**src/rtl/pci_bus_arbiter_if.sv**
```systemverilog
// PCI arbiter bus bundle: request/grant lines plus the FRAME/IRDY pair
// the arbiter watches to track bus ownership.
// The device masters drive REQ/FRAME/IRDY through the 'master' modport.
// The arbiter returns GNT and ownership status through the 'slave' modport.
interface pci_bus_arbiter_if #(
    parameter int N = 4
);
    localparam int W = (N > 1) ? $clog2(N) : 1;

    logic [N-1:0] REQ;
    logic         FRAME;
    logic         IRDY;
    logic [N-1:0] GNT;
    logic [W-1:0] OWNER;
    logic         OWNER_VALID;
    logic         TIMEOUT_EV;

    modport slave (
        input  REQ,
        input  FRAME,
        input  IRDY,
        output GNT,
        output OWNER,
        output OWNER_VALID,
        output TIMEOUT_EV
    );

    modport master (
        output REQ,
        output FRAME,
        output IRDY,
        input  GNT,
        input  OWNER,
        input  OWNER_VALID,
        input  TIMEOUT_EV
    );
endinterface

```
**src/rtl/pci_bus_arbiter.sv**
```systemverilog
// Central round-robin PCI bus arbiter.
// Grants one active-low GNT at a time and follows FRAME/IRDY to see when a
// transaction starts and when the bus returns to idle. It revokes a grant
// whose owner fails to start FRAME within TIMEOUT cycles.
// Optional bus parking is enabled by defining the macro PCI_ARB_PARK_EN.
// With parking, an idle bus is granted to PARK_MASTER.
module pci_bus_arbiter #(
    parameter int N           = 4,
    parameter int TIMEOUT     = 16,
    parameter int PARK_MASTER = 0
) (
    input logic              i_clk,
    input logic              i_rst,
    pci_bus_arbiter_if.slave bus
);
    localparam int W  = (N > 1) ? $clog2(N) : 1;
    localparam int CW = $clog2(TIMEOUT) + 1;
    localparam logic [W-1:0]  LAST_IDX    = W'(N - 1);
    localparam logic [CW-1:0] COUNT_LIMIT = CW'(TIMEOUT - 1);
`ifdef PCI_ARB_PARK_EN
    localparam logic [W-1:0]  PARK_IDX    = W'(PARK_MASTER);
`endif

    // A mis-sized arbiter would silently mis-index GNT, so reject it at elaboration
    if (N < 2 || N > 8) begin : g_badN
        $error("pci_bus_arbiter: N must be in 2..8");
    end
    if (PARK_MASTER < 0 || PARK_MASTER >= N) begin : g_badPark
        $error("pci_bus_arbiter: PARK_MASTER must be in 0..N-1");
    end
    if (TIMEOUT < 1) begin : g_badTimeout
        $error("pci_bus_arbiter: TIMEOUT must be at least 1");
    end

    typedef enum logic [1:0] {
        IDLE,
        GRANT,
        BUSY
    } state_t;

    state_t          r_state;
    logic [W-1:0]    r_ptr;
    logic [W-1:0]    r_owner;
    logic            r_ownerValid;
    logic [N-1:0]    r_gnt;
    logic [CW-1:0]   r_count;
    logic            r_timeoutEv;

    state_t          w_nextState;
    logic [W-1:0]    w_nextPtr;
    logic [W-1:0]    w_nextOwner;
    logic            w_nextOwnerValid;
    logic [N-1:0]    w_nextGnt;
    logic [CW-1:0]   w_nextCount;
    logic            w_nextTimeoutEv;

    logic            w_anyReq;
    logic [W-1:0]    w_winner;
    logic [W-1:0]    w_scanIdx;

    // Round-robin search starting just after the last owner, so that owner ranks last
    always_comb begin
        w_anyReq  = 1'b0;
        w_winner  = '0;
        w_scanIdx = '0;
        for (int k = 1; k <= N; k++) begin
            w_scanIdx = W'((int'(r_ptr) + k) % N);
            if (!w_anyReq && !bus.REQ[w_scanIdx]) begin
                w_anyReq = 1'b1;
                w_winner = w_scanIdx;
            end
        end
    end

    // Next-state and registered-output decode; GNT is only ever loaded from here
    always_comb begin
        w_nextState      = r_state;
        w_nextPtr        = r_ptr;
        w_nextOwner      = r_owner;
        w_nextOwnerValid = r_ownerValid;
        w_nextGnt        = '1;
        w_nextCount      = '0;
        w_nextTimeoutEv  = 1'b0;

        case (r_state)
            IDLE: begin
                w_nextOwnerValid = 1'b0;
`ifdef PCI_ARB_PARK_EN
                // A parked master may start a transaction without ever requesting
                if (!r_gnt[PARK_IDX] && !bus.FRAME) begin
                    w_nextState      = BUSY;
                    w_nextOwner      = PARK_IDX;
                    w_nextPtr        = PARK_IDX;
                    w_nextOwnerValid = 1'b1;
                end else if (w_anyReq) begin
                    w_nextState          = GRANT;
                    w_nextOwner          = w_winner;
                    w_nextOwnerValid     = 1'b1;
                    w_nextGnt[w_winner]  = 1'b0;
                end else begin
                    w_nextOwner          = PARK_IDX;
                    w_nextGnt[PARK_IDX]  = 1'b0;
                end
`else
                if (w_anyReq) begin
                    w_nextState          = GRANT;
                    w_nextOwner          = w_winner;
                    w_nextOwnerValid     = 1'b1;
                    w_nextGnt[w_winner]  = 1'b0;
                end
`endif
            end

            GRANT: begin
                if (!bus.FRAME) begin
                    w_nextState = BUSY;
                    w_nextPtr   = r_owner;
                end else if (bus.REQ[r_owner]) begin
                    w_nextState      = IDLE;
                    w_nextPtr        = r_owner;
                    w_nextOwnerValid = 1'b0;
                end else if (r_count == COUNT_LIMIT) begin
                    w_nextState      = IDLE;
                    w_nextPtr        = r_owner;
                    w_nextOwnerValid = 1'b0;
                    w_nextTimeoutEv  = 1'b1;
                end else begin
                    w_nextCount         = r_count + 1'b1;
                    w_nextGnt[r_owner]  = 1'b0;
                end
            end

            BUSY: begin
                if (bus.FRAME && bus.IRDY) begin
                    w_nextState      = IDLE;
                    w_nextOwnerValid = 1'b0;
                end
            end

            default: begin
                w_nextState      = IDLE;
                w_nextOwnerValid = 1'b0;
            end
        endcase
    end

    // State and output registers; the pointer resets to the top index so master 0 is searched first
    always_ff @(posedge i_clk) begin
        if (i_rst) begin
            r_state      <= IDLE;
            r_ptr        <= LAST_IDX;
            r_owner      <= '0;
            r_ownerValid <= 1'b0;
            r_gnt        <= '1;
            r_count      <= '0;
            r_timeoutEv  <= 1'b0;
        end else begin
            r_state      <= w_nextState;
            r_ptr        <= w_nextPtr;
            r_owner      <= w_nextOwner;
            r_ownerValid <= w_nextOwnerValid;
            r_gnt        <= w_nextGnt;
            r_count      <= w_nextCount;
            r_timeoutEv  <= w_nextTimeoutEv;
        end
    end

    assign bus.GNT         = r_gnt;
    assign bus.OWNER       = r_owner;
    assign bus.OWNER_VALID = r_ownerValid;
    assign bus.TIMEOUT_EV  = r_timeoutEv;

endmodule

```
**src/flat_wrapper.sv**
```systemverilog
// flat-port wrapper written by rule: the top's interface ports become plain ports
module pci_bus_arbiter_flat 
#(
    parameter int N           = 4,
    parameter int TIMEOUT     = 16,
    parameter int PARK_MASTER = 0
)
  (i_clk, i_rst, bus_REQ, bus_FRAME, bus_IRDY, bus_GNT, bus_OWNER, bus_OWNER_VALID, bus_TIMEOUT_EV);
  pci_bus_arbiter_if #(.N(N)) bus_i ();
  input logic i_clk;
  input logic i_rst;
  input wire logic [$bits(bus_i.REQ)-1:0] bus_REQ;
  input wire logic [$bits(bus_i.FRAME)-1:0] bus_FRAME;
  input wire logic [$bits(bus_i.IRDY)-1:0] bus_IRDY;
  output wire logic [$bits(bus_i.GNT)-1:0] bus_GNT;
  output wire logic [$bits(bus_i.OWNER)-1:0] bus_OWNER;
  output wire logic [$bits(bus_i.OWNER_VALID)-1:0] bus_OWNER_VALID;
  output wire logic [$bits(bus_i.TIMEOUT_EV)-1:0] bus_TIMEOUT_EV;
  assign bus_i.REQ = bus_REQ;
  assign bus_i.FRAME = bus_FRAME;
  assign bus_i.IRDY = bus_IRDY;
  assign bus_GNT = bus_i.GNT;
  assign bus_OWNER = bus_i.OWNER;
  assign bus_OWNER_VALID = bus_i.OWNER_VALID;
  assign bus_TIMEOUT_EV = bus_i.TIMEOUT_EV;
  pci_bus_arbiter #(.N(N), .TIMEOUT(TIMEOUT), .PARK_MASTER(PARK_MASTER)) u_core (.i_clk(i_clk), .i_rst(i_rst), .bus(bus_i));
endmodule
```
**config.mk**
```make
export PLATFORM = sky130hd
export DESIGN_NAME = pci_bus_arbiter_flat
export DESIGN_NICKNAME = d
export VERILOG_FILES = /design/src/rtl/pci_bus_arbiter_if.sv /design/src/rtl/pci_bus_arbiter.sv /design/src/flat_wrapper.sv
export SDC_FILE = /design/constraint.sdc
export NUM_CORES = 1
export LEC_CHECK = 0
export ABC_AREA = 1
export CORE_MARGIN = 4
export CORE_UTILIZATION = 47
export DETAILED_ROUTE_END_ITERATION = 7
export PLACE_DENSITY = 0.72
export RECOVER_POWER = 25
export SLEW_MARGIN = 15
export SYNTH_ARGS = -nofsm -noshare
export SYNTH_HDL_FRONTEND = slang
export SYNTH_SLANG_ARGS = --single-unit
```
**constraint.sdc**
```tcl
create_clock -name i_clk -period 1.4 [get_ports i_clk]
set_clock_uncertainty 0.1 [all_clocks]
set_input_delay 0.21 -clock i_clk [delete_from_list [all_inputs] [get_ports i_clk]]
set_output_delay 0.21 -clock i_clk [all_outputs]
set_load 0.005 [all_outputs]
```
; Yosys cells after proc, flatten, opt, wreduce, memory -nomap -nowiden
; Cells that the tools add are included.
[word_totals]
regBits = 17
inputBits = 8
output_inout_bits = 8
[op_classes]
n_eq_ne = 9
addsub = 5
muxes = 43
order_cmp = 8
n_reduce_logical = 18
bitwise_logic = 4
[op_table]
columns = cell, count
row1 = $mux W2, 12
row2 = $lt A2 B3 Y1 const B, 6
row3 = $mux W1, 17
row4 = $mux W4, 4
row5 = $bmux W1 S2, 5
row6 = $not A4 Y4, 2
row7 = $pmux W4 S2, 1
row8 = $logic_and A1 B1 Y1, 6
row9 = $ne A3 B1 Y1 const B, 2
row10 = $pmux W2 S3, 1
row11 = $reduce_and A3 Y1, 2
row12 = $add A5 B1 Y5 const B, 1
row13 = $eq A5 B4 Y1 const B, 1
row14 = $logic_not A1 Y1, 5
row15 = $reduce_or A5 Y1, 1
row16 = $add A2 B1 Y2 const B, 2
row17 = $add A2 B2 Y2 const B, 2
row18 = $demux W1 S2, 2
row19 = $ge A2 B1 Y1 const B, 2
row20 = $ne A2 B1 Y1 const B, 2
row21 = $ne A4 B2 Y1 const B, 1
row22 = $reduce_and A2 Y1, 2
row23 = $reduce_or A4 Y1, 1
row24 = $pmux W1 S3, 1
row25 = other kinds (5), 6

; Longest topological paths before layout
[logic_depth]
depth_word = 19
mapped_depth = 13
ltp_nobuf = 13

; Worst setup path before layout
; No wires, ideal clock.
[synth_path]
path_kind = flip-flop to flip-flop
startpoint = register u_core.r_count[0]
endpoint = register u_core.r_gnt[2], in the netlist u_core.bus.GNT[2]
required_time_ns = 1.182
path_buffers = 0
path_stages_with_launch = 9
arrival_time_ns = 1.281
slack_ns = -0.099
cell_sequence = dfxtp_1 -> ha_1 -> nand2_1 -> nor2_1 -> ha_1 -> nor2_4 -> nand3_4 -> nor3_1 -> nor2_1
[synth_between]
elab_chain_cells = 5
[synth_rtl]
columns = element, line_no
row1 = from (decl), pci_bus_arbiter.sv:46  ; logic [CW-1:0] r_count;
row2 = from (signal assigned), pci_bus_arbiter.sv:163  ; r_count <= w_nextCount;
row3 = $eq A5 B4 Y1, pci_bus_arbiter.sv:122  ; end else if (r_count == COUNT_LIMIT) begin
row4 = $mux W4, pci_bus_arbiter.sv:122
row5 = $mux W4, pci_bus_arbiter.sv:118  ; end else if (bus.REQ[r_owner]) begin
row6 = $mux W4, pci_bus_arbiter.sv:115  ; if (!bus.FRAME) begin
row7 = $pmux W4 S2, pci_bus_arbiter.sv:85  ; case (r_state)
row8 = to (signal assigned), pci_bus_arbiter.sv:162  ; r_gnt <= w_nextGnt;
row9 = to (decl), pci_bus_arbiter.sv:45  ; logic [N-1:0] r_gnt;
; Every way passes these cells.
; A chain may end at the register's enable or synchronous reset.

; Worst setup path after layout
[layout_path]
startpoint = register u_core.r_owner[0], in the netlist u_core.bus.OWNER[0]
endpoint = register u_core.r_gnt[3], in the netlist u_core.bus.GNT[3]
[layout_between]
elab_chain_cells = 9
word_cells_on_any_way = 12
classes_between = order compare: 2 / mux: 8 / bitwise: 1 / reduce/logical: 1
[layout_rtl]
columns = element, line_no
row1 = from (decl), pci_bus_arbiter.sv:43  ; logic [W-1:0] r_owner;
row2 = from (signal assigned), pci_bus_arbiter.sv:160  ; r_owner <= w_nextOwner;
row3 = $lt A2 B3 Y1 (implied by the code) or $ge A2 B1 Y1 (tied branches), pci_bus_arbiter.sv:129  ; w_nextGnt[r_owner] = 1'b0;
row4 = $logic_and A1 B1 Y1 (implied by the code), pci_bus_arbiter.sv:129
row5 = $mux W1 (implied by the code), pci_bus_arbiter.sv:129
row6 = $demux W1 S2, n/a
row7 = $not A4 Y4 (no source line), n/a
row8 = $mux W4, pci_bus_arbiter.sv:122
row9 = $mux W4 *, pci_bus_arbiter.sv:118
row10 = $mux W4 *, pci_bus_arbiter.sv:115
row11 = $pmux W4 S2 *, pci_bus_arbiter.sv:85
; Every way passes the cells marked *; elsewhere a longest branch is shown, timed or not. The select of a mux whose other input is x is not followed.

==> results.sh <==
export IMPL_outcome="finished, violations left"
export IMPL_violations="negative setup slack"
export IMPL_regToRegEndpoint="u_core.bus.GNT[3]$_SDFF_PP1_"
export IMPL_antenna_found_initial=0
export IMPL_crit_reg2reg_launch="u_core.bus.OWNER[0]$_SDFFE_PP0P_"
export IMPL_total_power_divided_by_cell_area_mw_per_mm2=1330
export IMPL_crit_path_max_fanout=6
export IMPL_placed_cells_incl_taps=230
export IMPL_timing_critical_path_required_ps=1480
export IMPL_htreeDepth=1
export IMPL_die_h_um=55.7
export IMPL_layout_area_overhead_vs_synth_pct=60.2
export IMPL_avgRoutedWirePerCell_um=12.7
export IMPL_min_delay_worst_endpoint="u_core.r_count[0]$_SDFF_PP0_"
export IMPL_clock_power_share_pct=11.3
export IMPL_cts_clk_slew_worst_paths_ps=100
export IMPL_slowest_stage_delay_cp_ps=370
export IMPL_dr_total_vias=1202
export IMPL_per_instance_average_area_after_synthesis_um2=6.45
export IMPL_layout_nets=222
export IMPL_whs_path_depth=2
export IMPL_worst_path_dominant_cell_family="simple AND/OR/NAND/NOR gates"
export IMPL_timing_final_ws_setup_ps=-146
export IMPL_setup_crit_path_kind="flip-flop to flip-flop"
export IMPL_rows=17
export IMPL_crit_path_cell_trace="buf_12, nand2_4, nor2_2, a21oi_2, nand2_2, nor2_4, nand2_4, a21oi_2, nand2_2"
export IMPL_logic_gate_share_of_total_power_pct=60.6
export IMPL_start_util_pct=48.9
export IMPL_via_density_per_instance=5.03
export IMPL_cts_root_buffer_cell="clkbuf_4"
export IMPL_grt_remaining_overflow=0
export IMPL_die_width_um=55.7
export IMPL_io_pins=16
export IMPL_worst_pin_slew_ps=207
export IMPL_synth_net_count=176
export IMPL_worst_ir_drop_vdd_mv=0.850
export IMPL_maxClockFrequency_mhz=647
export IMPL_switching_share_pct=42.8
export IMPL_n_antenna_cell=0
export IMPL_cp_max_stage_cell="dfxtp_4"
export IMPL_ys_seq_elements=17
export IMPL_maxSlewHeadroom_pct=86.2
export IMPL_place_congestion=0.830
export IMPL_intPower_w=0.00131
export IMPL_worstSetupEndpointType="flip-flop"
export IMPL_hold_worst_slack_ps=434
export IMPL_netlist_instances=166
export IMPL_tritoncts_num_sinks=17
export IMPL_worst_ep_arrival_time_ps=1630
export IMPL_timing_critical_path_buf_inv=1
export IMPL_clk_insertion_delay_late_ps=280
export IMPL_timing_reg2reg_worst_path_depth=9
export IMPL_numPortBuffers=15
export IMPL_finalHoldViolations=0
export IMPL_core_area_mm2=0.00219
export IMPL_dieArea_mm2=0.00311
export IMPL_final_cell_count_no_fill=239
export IMPL_route_final_wire_length_mm=3.04
export IMPL_most_common_layout_cells="33 x nand2_1, 23 x buf_4, 21 x nand2_2, 19 x nor2_1, 15 x inv_1"
export IMPL_layout_worst_path_cycle_share_pct=110
export IMPL_drt_iter0_markers=25
export IMPL_pin_count_of_the_biggest_net_entering_global_routing=11
export IMPL_groute_usage_overall_pct=19.7
export IMPL_fill_cells=156
export IMPL_timing_hold_worst_start="u_core.r_count[0]$_SDFF_PP0_"
export IMPL_most_common_library_cell_in_the_layout_ignoring_fill_and_taps="nand2_1"
export IMPL_critical_path_cell_count=9
export IMPL_clk_buf_depth=2
export IMPL_final_antenna_net_count=0
export IMPL_drtPass1Iterations=4
export IMPL_power_leakage_nw=0.819
export IMPL_rsz_0062_raised_after_global_routing="yes"
export IMPL_route_detailed_drc=0
export IMPL_critPathLaunchType="flip-flop"
export IMPL_synthesis_area_mm2=0.00107
export IMPL_post_route_min_period_ps=1550
export IMPL_yosysTopAreaCellShare_pct=31.8
export IMPL_p_seq_share_pct=28.1
export IMPL_ys_warn_count=0
export IMPL_hpwlAfterDp_mm=2.00
export IMPL_class_of_the_most_critical_hold_timing_path="flip-flop to flip-flop"
export IMPL_worst_setup_path_startpoint="u_core.bus.OWNER[0]$_SDFFE_PP0P_"
export IMPL_number_of_global_route_vias_before_repair=1227
export IMPL_final_count_of_pins_violating_max_slew=0
export IMPL_setup_violations_final=15
export IMPL_drive_above_1_share_pct=51.2
export IMPL_grt_pass1_wl_mm=5.02
export IMPL_seq_total_area_yosys_pct=31.8
export IMPL_numCtsBuffers=3
export IMPL_p_sw_w=0.000980
export IMPL_synth_cell_types=24
export IMPL_max_cap_violations=0
export IMPL_cts_tree="yes"
export IMPL_post_synth_main_area_contributors="dfxtp_1 32%, nand2_1 19%, nor2_1 9.1%"
export IMPL_synth_largest_area_cell="dfxtp_1"
export IMPL_r2r_slack_ps=-150
export IMPL_power_total_w=0.00229
## area by class of cell
type                            instances  area, um^2  share of cell area (%)
Clock buffer                            3        22.5                    1.31
Timing Repair Buffer                   44         385                    22.5
Clock inverter                          1        5.00                   0.292
Multi-Input combinational cell        125         827                    48.2
Sequential cell                        17         357                    20.8
Inverter                               21        83.8                    4.89
Tap cell                               28        35.0                    2.04
## cells by family after synthesis
logic type,synth area share (%)
flip-flops,31.8
adder cells (fa/ha/maj),2.34
AO/OA/AOI/OAI,6.07
buffers and inverters,10.2
XOR/XNOR,0.818
AND/OR/NAND/NOR,48.8
## state kept, by name (all words and copies together) (netlist names)
name,count
u_core.r_ptr,2
u_core.bus.OWNER_VALID,1
u_core.r_count,5
u_core.bus.GNT,4
u_core.bus.OWNER,2
u_core.bus.TIMEOUT_EV,1
u_core.r_state,2
## cell usage after synthesis
cell type / number
nor2_2: 1
nor2_4: 1
ha_1: 2
nand2_1: 53
dfxtp_1: 17
nor3_1: 2
a21boi_2: 1
nand2_4: 1
a21oi_1: 8
a21oi_2: 1
nor2_1: 26
o21ai_0: 1
inv_2: 4
nand3_1: 10
xor2_1: 1
buf_6: 2
nor3b_2: 1
buf_4: 1
nand3_2: 3
nor4b_1: 1
nand4_1: 1
nand3_4: 1
nand2_2: 10
inv_1: 17
## stage by stage
stage          area [um^2]  setup TNS [ps]  worst slack [ps]  utilization (%)
2_1_floorplan         1110               0              1.46                -
3_3_place_gp          1440           -4840              -389             65.7
3_5_place_dp          1440           -5260              -408             65.7
4_1_cts               1650            -859              -109             75.1
5_1_grt               1720           -2370              -220             78.3
6_report              1720           -1150              -146             78.3
## timing repair
| item | CTS | global route |
|---|---|---|
| endpoints found under the setup margin | 20 | 16 |
| hold buffers | 0 | 0 |
| setup buffers | 3 | 2 |
| endpoints found under the hold margin | 0 | 0 |
| pin swaps | 21 | 9 |
| gates resized for setup | 59 | 16 |
| cloned | 0 | 0 |
## worst max path at each step
stage	to	slack (ps)
global placement	u_core.bus.GNT[2]$_SDFF_PP1_	-390
CTS	u_core.bus.GNT[2]$_SDFF_PP1_	-110
finish	u_core.bus.GNT[3]$_SDFF_PP1_	-150
detailed placement	u_core.bus.GNT[0]$_SDFF_PP1_	-410
global route	u_core.bus.GNT[2]$_SDFF_PP1_	-220
floorplan	u_core.bus.GNT[2]$_SDFF_PP1_	1
## metal layers
metal / part of all wire [%] / up-vias / track usage, %
met3: 3.6 / 8 / 3.94
met4: 1.5 / 0 / 4.17
met5: 0 / - / 0
met2: 53 / 25 / 39.2
met1: 42 / 561 / 20.9
li1: - / 608 / -
## power groups by stage
stage                     clock [W]  sequential [W]  combinational, W
after floorplan                   0        0.000632          0.000650
after global placement            0        0.000641           0.00103
after detailed placement          0        0.000646           0.00106
after CTS                  0.000264        0.000640           0.00126
after global routing       0.000283        0.000653           0.00150
final                      0.000258        0.000643           0.00139
## worst min-delay path, stage by stage (launching register included)
cell and delay (ps):
dfxtp_2 360, buf_4 110, nor2_1 30
No activity file was read; power rests on OpenSTA's default activity.
